$ cat src/rtl/ntt_seq_ctrl_pkg.sv
// Shared defaults and the controller state encoding for the sequenced NTT engine.
// Holds no logic and therefore adds no latency.
// Has no handshake of its own, so it applies no backpressure.
package ntt_pkg;

  localparam int NTT_N  = 32;
  localparam int NTT_DW = 4;
  localparam int NTT_QW = 8;
  localparam int NTT_WW = 5;
  localparam int NTT_CW = $clog2(NTT_N);

  typedef enum logic [1:0] {
    IDLE    = 2'd0,
    LOAD    = 2'd1,
    COMPUTE = 2'd2,
    EMIT    = 2'd3
  } state_t;

endpackage

$ cat src/rtl/ntt_modmul.sv
// Combinational modular multiply r = (a*b) mod q, formed at full product width.
// Latency is 0 cycles: the result settles in the same cycle as the operands.
// Has no handshake, so it applies no backpressure. A q of 0 yields 0 rather than X.
module ntt_modmul #(
  parameter int AW = 4,
  parameter int BW = 8,
  parameter int QW = 8
) (
  input  logic [AW-1:0] a,
  input  logic [BW-1:0] b,
  input  logic [QW-1:0] q,
  output logic [QW-1:0] r
);

  localparam int PW = AW + BW;

  logic [PW-1:0] prod;
  logic [PW-1:0] q_ext;

  // Full-width product, then reduction; the remainder always fits in QW bits.
  always_comb begin
    prod  = PW'(a) * PW'(b);
    q_ext = PW'(q);
    r     = (q == '0) ? '0 : QW'(prod % q_ext);
  end

endmodule

$ cat src/rtl/ntt_seq_ctrl.sv
// Sequenced NTT controller: loads N coefficients, runs N*N shared MACs, and streams out N results.
// Latency from the first beat to the out_last handshake is N + N*(N+1) cycles with out_ready held high.
// in_ready drops during COMPUTE and EMIT; a low out_ready holds EMIT for any number of cycles without losing state.
module ntt_seq_ctrl
  import ntt_pkg::*;
#(
  parameter int N  = NTT_N,
  parameter int DW = NTT_DW,
  parameter int QW = NTT_QW,
  parameter int WW = NTT_WW
) (
  input  logic          clk,
  input  logic          rst_n,
  input  logic          in_valid,
  output logic          in_ready,
  input  logic [DW-1:0] in_data,
  input  logic [QW-1:0] q,
  input  logic [WW-1:0] w,
  output logic          out_valid,
  input  logic          out_ready,
  output logic [QW-1:0] out_data,
  output logic          out_last,
  output logic          busy,
  output logic          cfg_err
);

  localparam int CW = $clog2(N);
  localparam logic [CW-1:0] LAST = CW'(N - 1);

  state_t        state, state_nx;
  logic [DW-1:0] coef [N];
  logic [CW-1:0] ld_cnt, i_cnt, j_cnt, wr_idx;
  logic [QW-1:0] q_r, w_r, acc, tw, wi;
  logic [QW-1:0] w_mod, one_q, p_mac, p_tw, acc_nx, mul2_a, mul2_b;
  logic [QW:0]   acc_sum;
  logic          accept;

  // The raw root is reduced as it is latched so every later product sees an operand below q.
  assign w_mod  = (q == '0) ? '0 : QW'(QW'(w) % q);
  assign one_q  = (q_r > QW'(1)) ? QW'(1) : '0;
  assign accept = in_valid && ((state == IDLE) || (state == LOAD));
  assign wr_idx = (state == IDLE) ? '0 : ld_cnt;

  // The second multiplier serves tw*wi while computing and wi*w while emitting, when the MAC is idle.
  assign mul2_a = (state == EMIT) ? wi  : tw;
  assign mul2_b = (state == EMIT) ? w_r : wi;

  ntt_modmul #(.AW(DW), .BW(QW), .QW(QW)) u_mac_mul (
    .a(coef[j_cnt]), .b(tw), .q(q_r), .r(p_mac)
  );

  ntt_modmul #(.AW(QW), .BW(QW), .QW(QW)) u_tw_mul (
    .a(mul2_a), .b(mul2_b), .q(q_r), .r(p_tw)
  );

  // Both addends are already below q, so a single conditional subtract completes the reduction.
  always_comb begin
    acc_sum = {1'b0, acc} + {1'b0, p_mac};
    acc_nx  = (acc_sum >= {1'b0, q_r}) ? QW'(acc_sum - {1'b0, q_r}) : acc_sum[QW-1:0];
  end

  // State register.
  always_ff @(posedge clk or negedge rst_n) begin
    if (!rst_n) state <= IDLE;
    else        state <= state_nx;
  end

  // Next-state and handshake outputs; in_ready is forced low while reset is held.
  always_comb begin
    state_nx  = state;
    in_ready  = 1'b0;
    out_valid = 1'b0;
    unique case (state)
      IDLE: begin
        in_ready = rst_n;
        if (in_valid) state_nx = LOAD;
      end
      LOAD: begin
        in_ready = rst_n;
        if (in_valid && (ld_cnt == LAST)) state_nx = COMPUTE;
      end
      COMPUTE: begin
        if (j_cnt == LAST) state_nx = EMIT;
      end
      EMIT: begin
        out_valid = 1'b1;
        if (out_ready) state_nx = (i_cnt == LAST) ? IDLE : COMPUTE;
      end
      default: state_nx = IDLE;
    endcase
    busy     = (state != IDLE);
    out_data = out_valid ? acc : '0;
    out_last = out_valid && (i_cnt == LAST);
  end

  // Coefficient store; contents are not reset because a new frame always overwrites every entry.
  always_ff @(posedge clk) begin
    if (accept) coef[wr_idx] <= in_data;
  end

  // Frame configuration, counters and the MAC/twiddle datapath.
  always_ff @(posedge clk or negedge rst_n) begin
    if (!rst_n) begin
      q_r     <= '0;
      w_r     <= '0;
      ld_cnt  <= '0;
      i_cnt   <= '0;
      j_cnt   <= '0;
      acc     <= '0;
      tw      <= '0;
      wi      <= '0;
      cfg_err <= 1'b0;
    end else begin
      cfg_err <= 1'b0;
      unique case (state)
        IDLE: begin
          if (in_valid) begin
            q_r     <= q;
            w_r     <= w_mod;
            ld_cnt  <= CW'(1);
            cfg_err <= (q < QW'(2));
          end
        end
        LOAD: begin
          if (in_valid) begin
            ld_cnt <= ld_cnt + CW'(1);
            if (ld_cnt == LAST) begin
              i_cnt <= '0;
              j_cnt <= '0;
              acc   <= '0;
              wi    <= one_q;
              tw    <= one_q;
            end
          end
        end
        COMPUTE: begin
          acc   <= acc_nx;
          tw    <= p_tw;
          j_cnt <= j_cnt + CW'(1);
        end
        EMIT: begin
          if (out_ready && (i_cnt != LAST)) begin
            i_cnt <= i_cnt + CW'(1);
            wi    <= p_tw;
            tw    <= one_q;
            acc   <= '0;
            j_cnt <= '0;
          end
        end
        default: ;
      endcase
    end
  end

endmodule
$ cat config.mk
export PLATFORM = sky130hd
export DESIGN_NAME = ntt_seq_ctrl
export DESIGN_NICKNAME = d
export VERILOG_FILES = /design/src/rtl/ntt_seq_ctrl_pkg.sv /design/src/rtl/ntt_modmul.sv /design/src/rtl/ntt_seq_ctrl.sv
export SDC_FILE = /design/constraint.sdc
export NUM_CORES = 1
export LEC_CHECK = 0
export ABC_AREA = 1
export CORE_ASPECT_RATIO = 0.8
export CORE_MARGIN = 2
export CORE_UTILIZATION = 40
export CTS_CLUSTER_DIAMETER = 200
export CTS_CLUSTER_SIZE = 28
export DETAILED_ROUTE_END_ITERATION = 6
export PLACE_DENSITY = 0.65
export SLEW_MARGIN = 25
export SYNTH_ARGS = -nofsm -noshare
export SYNTH_HDL_FRONTEND = slang
export SYNTH_SLANG_ARGS = --single-unit
export TNS_END_PERCENT = 100
$ cat constraint.sdc
create_clock -name clk -period 44.7 [get_ports clk]
set_clock_uncertainty 0.2 [all_clocks]
set_input_delay 4.47 -clock clk [delete_from_list [all_inputs] [get_ports clk]]
set_output_delay 4.47 -clock clk [all_outputs]
set_load 0.03 [all_outputs]
After elaboration in Yosys (flattened, before gate mapping):

Memory sizes are Yosys's and may differ from the RTL's.
Cells that the tools add are included.

* register bits: 58
* RAM bits: 128
* output and inout bits: 13
* memories: 1

Memories
* coef: depth 32, bits a word 4, rd ports 1, clocked after memory_dff 0, wr ports 1, line ntt_seq_ctrl.sv:31 `logic [DW-1:0] coef [N];`

* $add $sub $neg: 5
* $mul: 2
* div/mod/pow operators: 3
* $lt $le $gt $ge: 3
* equality and inequality tests: 14
* muxes and demuxes: 40
* reductions and logical operators: 18

Operators with widths (number)
* 8-bit two-way mux: 14
* 8-bit one-hot mux with 3 select lines: 2
* 5-bit two-way mux: 7
* 5-bit one-hot mux with 2 select lines: 2
* 8-bit logical NOT: 2
* 16-bit by 8-bit modulo with 16-bit output: 1
* 8-bit by 8-bit multiplier with 16-bit output: 1
* 8-bit one-hot mux with 2 select lines: 1
* 5-bit by 1-bit adder with 5-bit output, second input constant: 3
* 5-bit == test, second input constant: 3
* 5-bit one-hot mux with 3 select lines: 1
* 12-bit by 8-bit modulo with 12-bit output: 1
* 4-bit by 8-bit multiplier with 12-bit output: 1
* 4-bit AND reduction: 3
* 2-bit two-way mux: 5
* 8-bit by 8-bit adder with 9-bit output: 1
* 9-bit by 8-bit >= comparator with 1-bit output: 1
* 8-bit by 1-bit greater-than comparator with 1-bit output, second input constant: 1
* 8-bit by 2-bit less-than comparator with 1-bit output, second input constant: 1
* 5-bit by 8-bit modulo with 8-bit output: 1
* 2-bit != test, second input constant: 4
* 2-bit one-hot mux with 4 select lines: 1
* 8-bit subtractor: 1
* 1-bit two-way mux: 7
* 12 further kinds: 20

Depth between registers and ports, before layout:

Gate-level depths: netlist of run 1.
An unclocked memory read counts as a cell.

* word-level depth: 8
* depth in mapped cells: 237
* mapped depth without buffers: 229

Hierarchy:

From an unflattened synthesis of run 1, not the netlist that was laid out.

* cells, all modules: 3206
* area, all modules: 23278.6 um^2

By module, submodules not included
* ntt_seq_ctrl: instances 1, cells each 1164, area an instance 10567.6 um^2, sequential area each 5295.1 um^2
* ntt_modmul (u_tw_mul): instances 1, cells each 1283, area an instance 7998.9 um^2, sequential area each 0.0 um^2
* ntt_modmul (u_mac_mul): instances 1, cells each 759, area an instance 4712.0 um^2, sequential area each 0.0 um^2

Worst setup path before layout of run 1:

Ideal clock, no wire load.

* kind: reg2reg
* from: register state[1]
* to: register wi[0]
* setup time: 0.116 ns
* arrival: 30.818 ns
* data required time: 44.384 ns
* path slack: 13.566 ns
* stages on the path, launching flop included: 228
* path through: dfrtp_1 > nand2_1 > clkbuf_1 > clkbuf_1 > nand2_1 > o21ai_0 > inv_1 > nor2_1 > fa_1 > fa_1 > fa_1 > inv_1 > fa_1 > inv_1 > ha_1 > nand2_1 > inv_1 > nand2_1 > [192 not listed] > o21ai_1 > fa_1 > nor2_1 > nor2_1 > o21bai_1 > a21oi_1 > o21ai_0 > nand2_1 > o311ai_0 > a21oi_1 > nand3_1 > nor2_1 > nand3_4 > nand2_1 > nand3_1 > nand2_1 > nand2_1 > nand2_1

* longest elaborated chain between the ends: 7
* elaborated cells on any way between the ends: 14
* those cells by class: mul (1); div (1); eq/ne (5); mux (5); reduce/logical (2)

RTL lines
* from (decl): line ntt_seq_ctrl.sv:30 `state_t state, state_nx;`
* from (signal assigned): line ntt_seq_ctrl.sv:65 `else state <= state_nx;`
* 2-bit == test: line ntt_seq_ctrl.sv:45, ntt_seq_ctrl.sv:46, ntt_seq_ctrl.sv:115
* 8-bit two-way mux, on equally long branches: line ntt_seq_ctrl.sv:45, ntt_seq_ctrl.sv:46
* 8-bit by 8-bit multiplier with 16-bit output: line ntt_modmul.sv:22 `prod = PW'(a) * PW'(b);`
* 16-bit by 8-bit modulo with 16-bit output: line ntt_modmul.sv:24 `r = (q == '0) ? '0 : QW'(prod % q_ext);`
* 8-bit two-way mux: line ntt_modmul.sv:24
* 8-bit two-way mux: line ntt_seq_ctrl.sv:142 `if (out_ready && (i_cnt != LAST)) begin`
* 8-bit one-hot mux with 2 select lines: line ntt_seq_ctrl.sv:115 `unique case (state)`
* to (signal assigned): line ntt_seq_ctrl.sv:131 `wi <= one_q;`
* to (signal assigned): line ntt_seq_ctrl.sv:144 `wi <= p_tw;`
* to (decl): line ntt_seq_ctrl.sv:33 `logic [QW-1:0] q_r, w_r, acc, tw, wi;`

Parallel ways exist; a longest one is shown, timed or not. The select of a mux whose other input is x is not followed.
A chain may end at the register's enable or synchronous reset.

Worst setup path after layout of run 1:

* from: register state[1]
* to: register wi[6]

Same word-level chain as after synthesis.

==> impl_results.md, run 1 <==
* Outcome: completed
* Grt total ovfl at 0
* Number of synthesized register bits at 186
* Vias at 18700
* Clk slew on worst S/H paths at 70 ps
* Multi-input logic area at 0.0143 mm2
* Hold Fails Final Rpt at 0
* FF/Latch Area at 0.00530 mm2
* Largest net degree at the start of global routing at 66
* Slowest cell delay on critical path at 580 ps
* Crit-path max FO at 44
* First-pass GRT wire length at 89.0 mm
* Synth top area cells: edfxtp_1, ha_1, nand2_1, inv_1, dfrtp_1
* Synth unique cells at 54
* Area Growth Syn to Fin at 7.91%
* Max Slew Vio Count at 0
* Hold Crit Class: flip-flop to flip-flop
* Crit Path Category: flip-flop to flip-flop
* Layout Utilization at 43.9%
* Mean Syn Cell Area at 7.40 um2
* Part of the cycle the worst path needs at 76.5%
* Leading area contributor after synthesis: edfxtp_1
* CTS H-tree depth at 4
* Post-synthesis cell count at 2896
* CP dominant cell by count: nand2_1
* Post-Syn Area at 0.0214 mm2
* Share of layout cells above drive strength 1 at 5.16%
* Placed wire-length estimate at 42.1 mm
* CTS sink count at 186
* DIE HEIGHT at 211 um
* Warnings, synthesis at 0
* RSZ-0062 raised after global routing: no
* Post-Route WL at 54.1 mm
* Number of antenna-violating nets in the routed design at 0
* Most common cell in the synthesized netlist: nand2_1
* Cts repair resizes at 0
* Sequential area share after synthesis at 24.7%
* Die X at 263 um
* Ys async rst share at 31.2%
* Initial Util at 40.7%
* First-pass DRT Iterations at 7
* Final min period at 34190 ps
* Cts bufs inserted at 17
* Iter 0 DRT Violations at 1372
* Fill cell total of the finished layout at 5278
* Critical Path Slowest Stage Cell: o21ai_0
* Tightest Pin Transition at 1030 ps
* Main synth FF type: edfxtp_1
* Die ar. at 0.0555 mm2
* Initial antenna violation count at 1
* DR WL/cell at 14.9 um
* Via density at 5.17
* Clock Path Buffers at 2
* Vias in the first global route at 17500
* I/O Pins at 34
* Antenna Cells at 0
* TNS Setup at 0 ps
* Setup violators final at 0
* CP Data Required Time at 44810 ps
* Top-area cell type share of the netlist area at 17.9%
* Hold buffer count at CTS at 0
* Nets at 3270
* DRC at 0
* Buffer count from post-CTS setup fixing at 0
* Setup crit end kind: flip-flop
* FMAX at 0.0292 GHz
* Clk root buf: clkbuf_16
* CP Launch Type: flip-flop
* Global placement routability congestion at 0.920
* Core area at 0.0527 mm2
* CP Data Arrival Time at 34300 ps
* Commonest cells in the netlist: nand2_1, inv_1, nor2_1
* Relative slew slack at 31.5%
* EDFF count, synth at 128
* Max cap viols at 0
* CTS tree: done
* GRT Total Usage at 19.6%
* Core Rows at 75
* Worst-Skew Late Latency at 430 ps
* PortBufs at 33
-- per-stage QoR --
step | worst slack (ps) | instance area [um2] | cells | hold WS, ps
after global placement | 11770 | 22600 | 3588 | 297
after floorplan | 13570 | 21500 | 2898 | 271
after CTS | 10700 | 23100 | 3620 | 336
final | 10510 | 23100 | 3620 | 337
after global routing | 6630 | 23100 | 3620 | 360
after detailed placement | 10800 | 22600 | 3588 | 305
-- worst paths after layout --
path	from	endpoint	slack [ps]	cells after the start
max	state[1]$_DFFE_PN0P_	wi[6]$_DFFE_PN0P_	10510	217
min	i_cnt[4]$_DFFE_PN0P_	i_cnt[4]$_DFFE_PN0P_	340	1
max reg2reg	state[1]$_DFFE_PN0P_	wi[6]$_DFFE_PN0P_	10510	217
min reg2reg	i_cnt[4]$_DFFE_PN0P_	i_cnt[4]$_DFFE_PN0P_	340	1
max in group asynchronous	rst_n	acc[6]$_DFFE_PN0P_	39650	2
min in group asynchronous	rst_n	q_r[3]$_DFFE_PN0P_	3650	1
-- flip-flops by register name (all words and copies together) (netlist names) --
signal   cells
acc          8
cfg_err      1
coef       128
i_cnt        5
j_cnt        5
ld_cnt       5
q_r          8
state        2
tw           8
w_r          8
wi           8
-- worst max-delay path, delay by kind of cell (launching register included) --
family	cells	cell delay (ps)
AO/OA/AOI/OAI	80	13860
adder cells (fa/ha/maj)	21	7330
buffers and inverters	34	3590
flip-flops	1	430
AND/OR/NAND/NOR	82	8620
-- area by class of cell --
cell class,instances,share of cell area (%)
Clock inverter,15,0.616
Clock buffer,17,1.84
Tap cell,693,3.75
Sequential cell,186,22.9
Inverter,441,7.16
Multi-Input combinational cell,2215,61.7
Timing Repair Buffer,53,2.05
-- per-layer routing --
metal	global-route usage, %	wire length (um)	vias to the layer above	part of all wire (%)
met2	29.1	21800	503	40
li1	-	-	9653	-
met1	29.9	28100	8524	52
met3	3.30	3740	39	6.9
met4	2.94	516	2	0.95
met5	0	10	-	0.018
-- cell families (layout without fill, tap and decap cells) --
kind of cell    after synthesis  after routing  synth area share [%]
xor+xnor                    149            149                  6.09
other cells                   1              3                0.0175
fa+ha+maj                   335            335                  21.4
buf+inv                     497            526                  8.76
compound gates              602            602                  16.0
flops                       186            186                  24.7
simple gates               1126           1126                  23.1
-- cell usage in the layout, fill, tap and decap left out, types with 30 or more instances in the layout --
master	count
nor2_1	305
a21o_1	51
dfrtp_1	58
nand3_1	117
inv_1	428
ha_1	282
o21ai_0	289
xor2_1	72
edfxtp_1	128
clkdlybuf4s50_1	32
a21oi_1	125
fa_1	53
or2_2	30
o21bai_1	32
o22ai_1	32
nand2_1	538
nand4_1	37
xnor2_1	77
Power of run 1 is left out: the tool's default activity adds up to more than one toggle a clock period on the data nets, which glitch-free logic cannot reach.
==> inputs of run 2 (changes only) <==
clock period = 34.2 ns   (was 44.7 ns; I/O delays follow)
==> impl_results.md, run 2 (synthesis results as in run 1) <==
* Clk root buf: clkbuf_16
* Clk slew on worst S/H paths at 80 ps
* DRC at 0
* Area Growth Syn to Fin at 9.93%
* Hold WS at 335 ps
* Pre-CTS setup slack at 33.8 ps
* R2r endpoint: tw[2]$_DFFE_PN0P_
* First-pass DRT Iterations at 6
* FMAX at 0.0318 GHz
* Most flops, register: coef
* Relative slew slack at 33.8%
* Initial antenna violation count at 1
* Final min period at 31450 ps
* Setup crit end kind: flip-flop
* Vias in the first global route at 17300
* Cell Area, Placed at 0.0226 mm2
* Initial Util at 40.7%
* Slowest cell delay on critical path at 540 ps
* Core area at 0.0527 mm2
* Setup violators final at 0
* I/O Pins at 34
* Share of layout cells above drive strength 1 at 7.40%
* Commonest cells after routing, fill and taps aside: nand2_1, inv_1, nor2_1, ha_1, o21ai_0
* Die X at 263 um
* Worst Hold Path EP: i_cnt[4]$_DFFE_PN0P_
* Iter 0 DRT Violations at 1396
* Nets at 3289
* Critical Path Slowest Stage Cell: fa_1
* Max Slew Vio Count at 0
* Most common cell after layout, fill and taps aside: nand2_1
* Worst-Skew Late Latency at 450 ps
* TNS Setup at 0 ps
* R2R Path Start: state[1]$_DFFE_PN0P_
* Largest register FFs at 128
* Clock Path Buffers at 2
* CP Launch Type: flip-flop
* Largest net degree at the start of global routing at 67
* Final worst slack at 2750 ps
* PortBufs at 33
* Max cap viols at 0
* CTS sink count at 186
* CP dominant cell by count: nand2_1
* Part of the cycle the worst path needs at 92.0%
* Hold Crit Depth at 1
* Placed wire-length estimate at 41.5 mm
* DR WL/cell at 14.9 um
* Crit-path max FO at 18
* FF/Latch Area at 0.00530 mm2
* Final Cell Area at 0.0236 mm2
* Grt total ovfl at 0
* Post-Route WL at 54.1 mm
* HP Start: i_cnt[4]$_DFFE_PN0P_
* Hold Crit Class: flip-flop to flip-flop
* CP Data Required Time at 34330 ps
* Crit Path Category: flip-flop to flip-flop
* Multi-input logic area at 0.0145 mm2
* FF-to-FF setup slack at 2750 ps
* Number of antenna-violating nets in the routed design at 0
* Cts bufs inserted at 17
* R2R cell count at 225
* Fill cell total of the finished layout at 5306
* CTS tree: done
* First-pass GRT wire length at 88.8 mm
* CTS H-tree depth at 4
* DIE HEIGHT at 211 um
* CP Data Arrival Time at 31580 ps
* Hold Fails Final Rpt at 0
* Vias at 18700
* Global placement routability congestion at 0.879
* Die ar. at 0.0555 mm2
* Outcome: completed
* Core Rows at 75
* GRT Total Usage at 19.5%
* Tightest Pin Transition at 992 ps
* Via density at 5.13
run 2: cell types whose count changed in the layout (fill, tap and decap cells not counted), sizes merged:
cell and change:
buf +18, bufinv -1, clkinv -1, clkinvlp -1, diode +1, inv +3
nand2 +1
run 2: layer usage:
metal	up-vias	global-route usage, %	share of wire [%]
met1	8510	30.3	53
met5	-	0	0
met4	0	2.54	0.64
met3	26	2.62	5.9
li1	9698	-	-
met2	437	29.2	41
run 2: worst max-delay path by stage:
stage | start | end | slack [ps] | depth (start not counted)
4_1_cts | state[1]$_DFFE_PN0P_ | tw[2]$_DFFE_PN0P_ | 250 | 218
3_3_place_gp | state[1]$_DFFE_PN0P_ | tw[2]$_DFFE_PN0P_ | 930 | 217
3_5_place_dp | state[1]$_DFFE_PN0P_ | tw[2]$_DFFE_PN0P_ | 30 | 217
2_1_floorplan | state[1]$_DFFE_PN0P_ | wi[0]$_DFFE_PN0P_ | 3070 | 227
5_1_grt | state[1]$_DFFE_PN0P_ | wi[5]$_DFFE_PN0P_ | -170 | 226
6_report | state[1]$_DFFE_PN0P_ | tw[2]$_DFFE_PN0P_ | 2750 | 225
run 2: area by class of cell:
| cell class | count | area share (%) |
|---|---|---|
| Tap cell | 693 | 3.68 |
| Inverter | 441 | 7.10 |
| Timing Repair Buffer | 71 | 2.59 |
| Antenna cell | 1 | 0.0106 |
| Multi-Input combinational cell | 2216 | 61.5 |
| Clock buffer | 17 | 1.80 |
| Sequential cell | 186 | 22.5 |
| Clock inverter | 15 | 0.855 |
run 2: critical path: cells and delay by family (launching register included):
| kind | cells | cell delay (ps) |
|---|---|---|
| AOI/OAI and AO/OA | 76 | 11380 |
| and+or+nand+nor | 93 | 8990 |
| buffers and inverters | 35 | 3220 |
| adders and majority gates | 21 | 6960 |
| DFF | 1 | 510 |
run 2: through the flow:
stage	util (%)	std cells
2_1_floorplan	-	2898
3_3_place_gp	42.8	3588
3_5_place_dp	42.8	3588
4_1_cts	44.0	3620
5_1_grt	44.7	3640
6_report	44.7	3640
run 2: repair_timing:
action                                  4_1_cts  5_1_grt
gates resized for setup                       2       85
cloned                                        0        1
buffers inserted                              0       18
hold buffers                                  0        0
endpoints found under the setup margin       16       16
pin swaps                                     0       10
Power of run 2 is left out for the same reason.
